`config.mk`:
```
export PLATFORM = sky130hd
export DESIGN_NAME = incr_arbiter
export DESIGN_NICKNAME = d
export VERILOG_FILES = /design/src/rtl/incr_arb_pkg.sv /design/src/rtl/rr_pick.sv /design/src/rtl/incr_arbiter.sv
export SDC_FILE = /design/constraint.sdc
export NUM_CORES = 1
export LEC_CHECK = 0
export CAP_MARGIN = 25
export CORE_UTILIZATION = 26
export DETAILED_ROUTE_END_ITERATION = 8
export GPL_TIMING_DRIVEN = 0
export PLACE_DENSITY = 0.58
export SLEW_MARGIN = 10
export SYNTH_ARGS = -nofsm -noshare
export SYNTH_HDL_FRONTEND = slang
export SYNTH_SLANG_ARGS = --single-unit
export TNS_END_PERCENT = 5
```
`constraint.sdc`:
```
create_clock -name clk -period 2.6 [get_ports clk]
set_clock_uncertainty 0.1 [all_clocks]
set_input_delay 0.26 -clock clk [delete_from_list [all_inputs] [get_ports clk]]
set_output_delay 0.26 -clock clk [all_outputs]
set_load 0.01 [all_outputs]
```
`src/rtl/incr_arb_pkg.sv`:
```
// Shared types and default widths for the incrementing round-robin arbiter.
package incr_arb_pkg;

  localparam int unsigned DEF_WIDTH  = 32;
  localparam int unsigned DEF_STEP_W = 8;

  typedef enum logic [1:0] {
    IDLE  = 2'd0,
    ARB   = 2'd1,
    APPLY = 2'd2
  } state_e;

endpackage

```
`src/rtl/rr_pick.sv`:
```
// Combinational round-robin picker: first set request at or above ptr, with wrap.
module rr_pick #(
  parameter int unsigned NREQ = 4,
  parameter int unsigned IDW  = $clog2(NREQ)
) (
  input  logic [NREQ-1:0] req,
  input  logic [IDW-1:0]  ptr,
  output logic [IDW-1:0]  idx,
  output logic            found
);

  logic [IDW:0] cand;

  always_comb begin
    idx   = '0;
    found = 1'b0;
    cand  = '0;
    for (int unsigned k = 0; k < NREQ; k++) begin
      // ptr < NREQ, so a single subtraction folds the candidate back into range
      cand = {1'b0, ptr} + (IDW+1)'(k);
      if (cand >= (IDW+1)'(NREQ)) cand = cand - (IDW+1)'(NREQ);
      if (!found && req[cand[IDW-1:0]]) begin
        found = 1'b1;
        idx   = cand[IDW-1:0];
      end
    end
  end

endmodule

```
`src/rtl/incr_arbiter.sv`:
```
// Round-robin sequencer sharing one incrementing accumulator between NREQ requesters.
// Define INCR_ARB_SATURATE_EN to saturate at all-ones on carry-out instead of wrapping.
module incr_arbiter
  import incr_arb_pkg::*;
#(
  parameter int unsigned NREQ   = 4,
  parameter int unsigned WIDTH  = DEF_WIDTH,
  parameter int unsigned STEP_W = DEF_STEP_W
) (
  input  logic                     clk,
  input  logic                     clr,
  input  logic [NREQ-1:0]          req,
  input  logic [NREQ*STEP_W-1:0]   step,
  input  logic                     sclr,
  output logic [NREQ-1:0]          gnt,
  output logic [WIDTH-1:0]         value,
  output logic [$clog2(NREQ)-1:0]  last_id,
  output logic                     busy,
  output logic                     ovf
);

  localparam int unsigned IDW = $clog2(NREQ);

  state_e            state_q, state_d;
  logic [IDW-1:0]    ptr_q, ptr_d;
  logic [IDW-1:0]    win_q, win_d;
  logic [IDW-1:0]    last_id_q, last_id_d;
  logic [STEP_W-1:0] wstep_q, wstep_d;
  logic [WIDTH-1:0]  value_q, value_d;
  logic              ovf_q, ovf_d;
  logic [NREQ-1:0]   gnt_q, gnt_d;

  logic [IDW-1:0]    pick;
  logic              found;
  logic [STEP_W-1:0] step_arr [NREQ];
  logic [WIDTH:0]    sum;
  logic [WIDTH-1:0]  applied;

  for (genvar g = 0; g < NREQ; g++) begin : g_step
    assign step_arr[g] = step[g*STEP_W +: STEP_W];
  end

  rr_pick #(
    .NREQ (NREQ),
    .IDW  (IDW)
  ) u_pick (
    .req   (req),
    .ptr   (ptr_q),
    .idx   (pick),
    .found (found)
  );

  assign sum = {1'b0, value_q} + {{(WIDTH+1-STEP_W){1'b0}}, wstep_q};

`ifdef INCR_ARB_SATURATE_EN
  assign applied = sum[WIDTH] ? '1 : sum[WIDTH-1:0];
`else
  assign applied = sum[WIDTH-1:0];
`endif

  always_comb begin
    state_d   = state_q;
    ptr_d     = ptr_q;
    win_d     = win_q;
    last_id_d = last_id_q;
    wstep_d   = wstep_q;
    value_d   = value_q;
    ovf_d     = ovf_q;
    gnt_d     = '0;
    if (sclr) begin
      // Drops any latched winner; ptr and last_id survive
      value_d = '0;
      ovf_d   = 1'b0;
      state_d = IDLE;
    end else begin
      case (state_q)
        IDLE: if (|req) state_d = ARB;
        ARB: begin
          if (found) begin
            win_d   = pick;
            wstep_d = step_arr[pick];
            state_d = APPLY;
          end else begin
            state_d = IDLE;
          end
        end
        APPLY: begin
          value_d       = applied;
          ovf_d         = ovf_q | sum[WIDTH];
          gnt_d[win_q]  = 1'b1;
          last_id_d     = win_q;
          ptr_d         = (win_q == IDW'(NREQ - 1)) ? '0 : win_q + IDW'(1);
          state_d       = (|req) ? ARB : IDLE;
        end
        default: state_d = IDLE;
      endcase
    end
  end

  always_ff @(negedge clk or negedge clr) begin
    if (!clr) begin
      state_q   <= IDLE;
      ptr_q     <= '0;
      win_q     <= '0;
      last_id_q <= '0;
      wstep_q   <= '0;
      value_q   <= '0;
      ovf_q     <= 1'b0;
      gnt_q     <= '0;
    end else begin
      state_q   <= state_d;
      ptr_q     <= ptr_d;
      win_q     <= win_d;
      last_id_q <= last_id_d;
      wstep_q   <= wstep_d;
      value_q   <= value_d;
      ovf_q     <= ovf_d;
      gnt_q     <= gnt_d;
    end
  end

  assign gnt     = gnt_q;
  assign value   = value_q;
  assign last_id = last_id_q;
  assign busy    = (state_q == ARB) || (state_q == APPLY);
  assign ovf     = ovf_q;

endmodule

```
==> results.tsv, run 1 <==
stage	metric	value	unit
synth	adder-cell share of the synthesized area	0.0668	
drt	Pre-Repair DR Iteration Count	4	
floorplanning	die height	115	um
floorplanning	I/O pin count	79	
sta	final hold vios	0	
sta	worst setup margin	-218	ps
sta	final setup fails	4	
clock_network	Hold Buf Count CTS	0	
synth	compound-cell area share of the yosys netlist	0.189	
synth	Syn Nets	416	
sta	Final Slew Violations	0	
sta	setup_tns	-301	ps
synth	Mapped Cells	360	
synth	Avg Cell Area, Syn	9.16	um^2
global_routing	vias in the first global route	3130	
synth	Cell Area, Synth	0.00330	mm^2
synth	simple-gate share of the synthesized area	0.213	
synth	asr flop ratio synth	1.00	
hold_path	Hold Path Class	reg2reg	
worst_setup_path	flop2flop setup slack	-30	ps
floorplanning	row count	40	
clock_network	TritonCTS Buffers	5	
power_and_ir_drop	Total Power	2.76	mW
worst_setup_path	WP data arrival	2460	ps
run_status	status	finished, violations left	
finish	share of cells above drive strength 1	0.267	
floorplanning	Die Width	115	um
placed_design	Buffers on Ports	77	
finish	commonest non-fill, non-tap cell in the layout	dfrtn_1	
clock_network	Reg clk slew, reported paths	50	ps
clock_network	clk_lat worst skew	310	ps
global_routing	first-pass GRT wire length	15.3	mm
worst_setup_path	critical path class	reg2out	
finish	Final Cell Area	0.00466	mm^2
synth	Post-synth top flop	dfrtn_1	
clock_network	CTS Sinks	53	
clock_network	TritonCTS clock tree	yes	
sta	RSZ-0062 raised after global routing	true	
worst_setup_path	critical path data required time	2240	ps
synth	combinational family with the most area after synthesis	simple AND/OR/NAND/NOR gates	
worst_setup_path	worst-path fanout max	2	
clock_network	H-tree lvl count	2	
drt	Via-to-Cell Ratio	4.87	
finish	fin nets	524	
power_and_ir_drop	peak supply drop	328	uV
placed_design	Final Wtd Congestion	0.810	
drt	vias after detailed routing	3101	
drt	routed len/inst	14.3	um
floorplanning	area of the die	0.0131	mm^2
global_routing	Total GRT Usage	0.147	
synth	XOR/XNOR Fraction of Synth Area	0.0133	
synth	mux contribution to synthesized area	0.0869	
drt	drt total wl	9.09	mm
global_routing	initial antenna violation count	0	
run_status	failing checks	negative setup slack	
flow_run	max cap viols	0	
synth	Synth Warn #	0	
global_routing	largest net degree at the start of global routing	36	
finish	Area growth syn-to-layout	41.3	%
worst_setup_path	CP Capture Type	primary output	
hold_path	hold path depth	2	
floorplanning	Starting Density	0.271	
finish	commonest non-fill, non-tap cells in the layout	53 x dfrtn_1, 34 x nor2_1, 33 x buf_2, 32 x nand2_1, 32 x clkdlybuf4s50_1	
floorplanning	Placeable Area	0.0122	mm^2
synth	FF+latch count, synth	53	
worst_setup_path	Worst setup SP type	flip-flop	
sta	Slew HR	0.640	
synth	post-synthesis cell type count	49	
drt	DRC	0	
power_and_ir_drop	Static Leakage	2.12	nW
synth	EDFF count, synth	0	
drt	Starting DRT DRC Count	117	
clock_network	Max clock buf depth	2	
worst_setup_path	FF-to-FF path depth	9	
clock_network	root buffer cell	clkbuf_16	
placed_design	dpl hpwl	6.53	mm
placed_design	Area after DPL	0.00435	mm^2
finish	n_diodes	0	
power_and_ir_drop	pwr dens	592	mW/mm^2
drt	Final ANT Viol Nets	0	
global_routing	GR Overflow Total	0	
sta	worst slew pin tran	539	ps
finish	final core occ	0.383	
synth	Seq/Total Area, Yosys	0.402	
final timing paths:
kind                             from          to
max                        state_q[1]        busy
min                        last_id[0]  last_id[0]
max reg2reg                  value[0]   value[30]
min reg2reg                last_id[0]  last_id[0]
max in group asynchronous         clr  last_id[1]
min in group asynchronous         clr   value[12]
synth_stat cells, types with 2 or more instances:
library cell,instances,area share
a211oi_1,5,0.011
a21o_1,11,0.025
a21oi_1,29,0.044
a31oi_1,2,0.0038
and2_1,4,0.0076
and3_1,3,0.0057
buf_1,2,0.0023
buf_2,2,0.0030
clkbuf_1,8,0.0091
dfrtn_1,53,0.40
ha_1,16,0.061
inv_1,13,0.015
mux2_2,13,0.044
mux2i_1,14,0.043
nand2_1,32,0.036
nand2b_1,4,0.0076
nand3_1,18,0.027
nand4_1,4,0.0076
nor2_1,34,0.039
nor2b_1,16,0.030
nor3_1,4,0.0061
o21a_1,3,0.0068
o21ai_0,21,0.032
o221ai_1,8,0.021
o22ai_1,2,0.0038
o311ai_0,2,0.0053
o31ai_1,5,0.011
or3_1,7,0.013
or4_1,2,0.0046
xnor2_1,2,0.0053
xor2_1,3,0.0080
state kept, by name, summed over array words and instances (netlist names):
signal,flops
gnt,4
last_id,2
ovf,1
ptr_q,2
state_q,2
value,32
win_q,2
wstep_q,8
critical path, cell delays in order (launching register included):
cell and delay (ps):
dfrtn_1 430, inv_2 60, ha_4 260, buf_6 90
per-stage QoR:
step | setup slack [ps] | instances | hold WS [ps]
global placement | -1700 | 605 | 344
global route | -258 | 637 | 355
CTS | -225 | 636 | 340
finish | -218 | 637 | 332
detailed placement | -1320 | 606 | 345
floorplan | -148 | 360 | 318
logic make-up after synthesis:
family / count (synthesis)
AND/OR/NAND/NOR: 136
AO/OA/AOI/OAI: 97
flip-flops: 53
multiplexers: 27
buffers and inverters: 25
adder cells (fa/ha/maj): 17
XOR/XNOR: 5
what timing repair did:
action | in CTS | in global routing
cloned | 0 | 0
buffers inserted | 22 | 2
pin swaps | 5 | 9
resized for setup | 185 | 36
endpoints found under the setup margin | 85 | 41
report_power, final:
| group | internal [mW] | switching [mW] |
|---|---|---|
| sequential | 0.951 | 0.119 |
| combinational | 0.509 | 0.513 |
| clock | 0.360 | 0.306 |
cell type report:
cell class / instances / area (um^2)
clock buffer: 6 / 129
fill: 1225 / 7500
clock inverter: 2 / 13.8
timing repair buffer: 102 / 826
sequential: 53 / 1330
multi-input combinational: 282 / 2010
buffer: 11 / 93.8
tap: 168 / 210
inverter: 13 / 48.8
metal layers:
metal | global-route usage | wire, um | vias to the layer above
li1 | - | - | 1527
met1 | 0.188 | 4120 | 1471
met2 | 0.250 | 4350 | 92
met3 | 0.0296 | 484 | 11
met4 | 0.0424 | 144 | 0
met5 | 0 | 0 | -
Power figures use the tool's default switching activity.
==> run 2: changes to the inputs <==
==> constraint.sdc (replaced) <==
create_clock -name clk -period 2.6 [get_ports clk]
set_clock_uncertainty 0.1 [all_clocks]
set_input_delay 0.26 -clock clk [delete_from_list [all_inputs] [get_ports clk]]
set_output_delay 0.26 -clock clk [all_outputs]
set_load 0.05 [all_outputs]
==> results.tsv, run 2 (synthesis results as in run 1) <==
stage	metric	value	unit
run_status	status	finished, violations left	
run_status	failing checks	negative setup slack	
drt	Final ANT Viol Nets	0	
worst_setup_path	Reg-to-Reg Start	value[0]	
flow_run	max cap viols	0	
worst_setup_path	Slowest cell on crit path	dfrtn_1	
clock_network	clk_lat worst skew	310	ps
clock_network	CTS Sinks	53	
drt	drt total wl	8.81	mm
power_and_ir_drop	sequential share of power	0.373	
worst_setup_path	Cell Chain, Critical Path	inv_2, ha_4, buf_8	
worst_setup_path	WP data arrival	2510	ps
global_routing	grt peak-use layer	met2	
clock_network	Hold Buf Count CTS	0	
hold_path	hold endpoint	last_id[1]	
power_and_ir_drop	clock power share	0.233	
global_routing	initial antenna violation count	0	
sta	final hold vios	0	
drt	DRC	0	
sta	setup_tns	-2010	ps
worst_setup_path	Max stage delay on crit path	430	ps
global_routing	grt met1 use	0.184	
global_routing	vias in the first global route	3073	
power_and_ir_drop	Static Leakage	2.07	nW
floorplanning	row count	40	
floorplanning	Starting Density	0.271	
clock_network	Max clock buf depth	2	
sta	RSZ-0062 raised after global routing	true	
worst_setup_path	flop2flop setup slack	-40	ps
drt	Pre-Repair DR Iteration Count	4	
worst_setup_path	critical path data required time	2240	ps
clock_network	TritonCTS Buffers	5	
global_routing	first-pass GRT wire length	15.0	mm
placed_design	dpl cells	606	
hold_path	Hold Path Class	reg2reg	
finish	FILL cells	1211	
finish	commonest non-fill, non-tap cells in the layout	53 x dfrtn_1, 38 x buf_6, 34 x nor2_1, 32 x nand2_1, 32 x clkdlybuf4s50_1	
power_and_ir_drop	Total Power	2.88	mW
power_and_ir_drop	NetSw	1.03	mW
worst_setup_path	reg-to-reg critical path endpoint	value[30]	
worst_setup_path	CP Capture Type	primary output	
floorplanning	Placeable Area	0.0122	mm^2
floorplanning	Die Width	115	um
global_routing	met2 global-route usage	0.243	
worst_setup_path	Worst setup SP type	flip-flop	
hold_path	worst hold start	last_id[1]	
global_routing	largest net degree at the start of global routing	36	
finish	commonest non-fill, non-tap cell in the layout	dfrtn_1	
power_and_ir_drop	pwr dens	604	mW/mm^2
global_routing	Total GRT Usage	0.144	
clock_network	Reg clk slew, reported paths	50	ps
clock_network	root buffer cell	clkbuf_16	
clock_network	TritonCTS clock tree	yes	
drt	vias after detailed routing	3032	
finish	Area growth syn-to-layout	44.8	%
sta	Final Slew Violations	0	
hold_path	hold path depth	2	
floorplanning	area of the die	0.0131	mm^2
finish	Final Non-Filler Cells	624	
placed_design	Area after DPL	0.00435	mm^2
sta	final setup fails	34	
worst_setup_path	critical path class	reg2out	
sta	worst setup margin	-268	ps
worst_setup_path	worst-path fanout max	2	
placed_design	Final Wtd Congestion	0.810	
power_and_ir_drop	peak supply drop	328	uV
floorplanning	I/O pin count	79	
placed_design	Buffers on Ports	77	
finish	Final Cell Area	0.00477	mm^2
global_routing	GR met3 Demand/Resource	0.0307	
global_routing	GR Overflow Total	0	
finish	max reg flops	32	
sta	Slew HR	0.648	
clock_network	H-tree lvl count	2	
floorplanning	die height	115	um
sta	worst slew pin tran	527	ps
placed_design	dpl hpwl	6.53	mm
drt	Via-to-Cell Ratio	4.86	
drt	Starting DRT DRC Count	138	
finish	share of cells above drive strength 1	0.246	
power_and_ir_drop	Pint	1.85	mW
finish	final core occ	0.392	
finish	n_diodes	0	
worst_setup_path	FF-to-FF path depth	9	
finish	fin nets	511	
power_and_ir_drop	part of the power in combinational logic	0.394	
drt	routed len/inst	14.1	um
power_and_ir_drop	sw frac	0.359	
## run 2: final cells by class
cell class	count	area [um^2]	share of cell area
multi-input combinational	282	2010	0.421
sequential	53	1330	0.278
timing repair buffer	89	936	0.196
tap	168	210	0.0440
clock buffer	6	129	0.0270
buffer	11	97.6	0.0204
inverter	13	48.8	0.0102
clock inverter	2	13.8	0.00288
## run 2: what timing repair did
action,in CTS,in global routing
endpoints found under the setup margin,85,61
gates resized for setup,305,31
pin swaps,4,8
buffers inserted,9,2
## run 2: how the worst max path moves through the flow
stage	endpoint	cells after the start	start
finish	busy	3	state_q[1]
global route	busy	3	state_q[0]
CTS	busy	3	state_q[0]
detailed placement	value[2]	5	sclr
global placement	gnt[3]	1	clr
floorplan	wstep_q[0]	5	req[2]
## run 2: critical path, delay by kind of cell (launching register included)
kind | cells | cell delay (ps)
adders and majority gates | 1 | 270
DFF | 1 | 430
buffers and inverters | 2 | 190
## run 2: metrics by stage
step / worst slack [ps] / hold WS (ps)
after floorplan: -148 / 318
after global placement: -1700 / 344
after detailed placement: -1320 / 345
after CTS: -276 / 347
after global routing: -309 / 382
final: -268 / 360
## run 2: layer usage
layer  up-vias  part of all wire
li1       1499                 -
met1      1440              0.46
met2        82              0.47
met3        11             0.050
met4         0             0.017
met5         -                 0
## run 2: power groups by stage
stage               Clock, mW  Sequential [mW]  Combinational (mW)
CTS                     0.687             1.07                1.07
finish                  0.672             1.07                1.14
floorplan                   0             1.12               0.589
global placement            0             1.07               0.911
detailed placement          0             1.08               0.931
global route            0.730             1.09                1.26
==> run 3: changes to the inputs <==
--- a/config.mk
+++ b/config.mk
@@ -8,6 +8,7 @@
 export CAP_MARGIN = 25
 export CORE_UTILIZATION = 26
 export DETAILED_ROUTE_END_ITERATION = 8
+export GPL_ROUTABILITY_DRIVEN = 0
 export GPL_TIMING_DRIVEN = 0
 export PLACE_DENSITY = 0.58
 export SLEW_MARGIN = 10
==> results of run 3 <==
Final layout, timing and power as in run 2 (identical DEF).
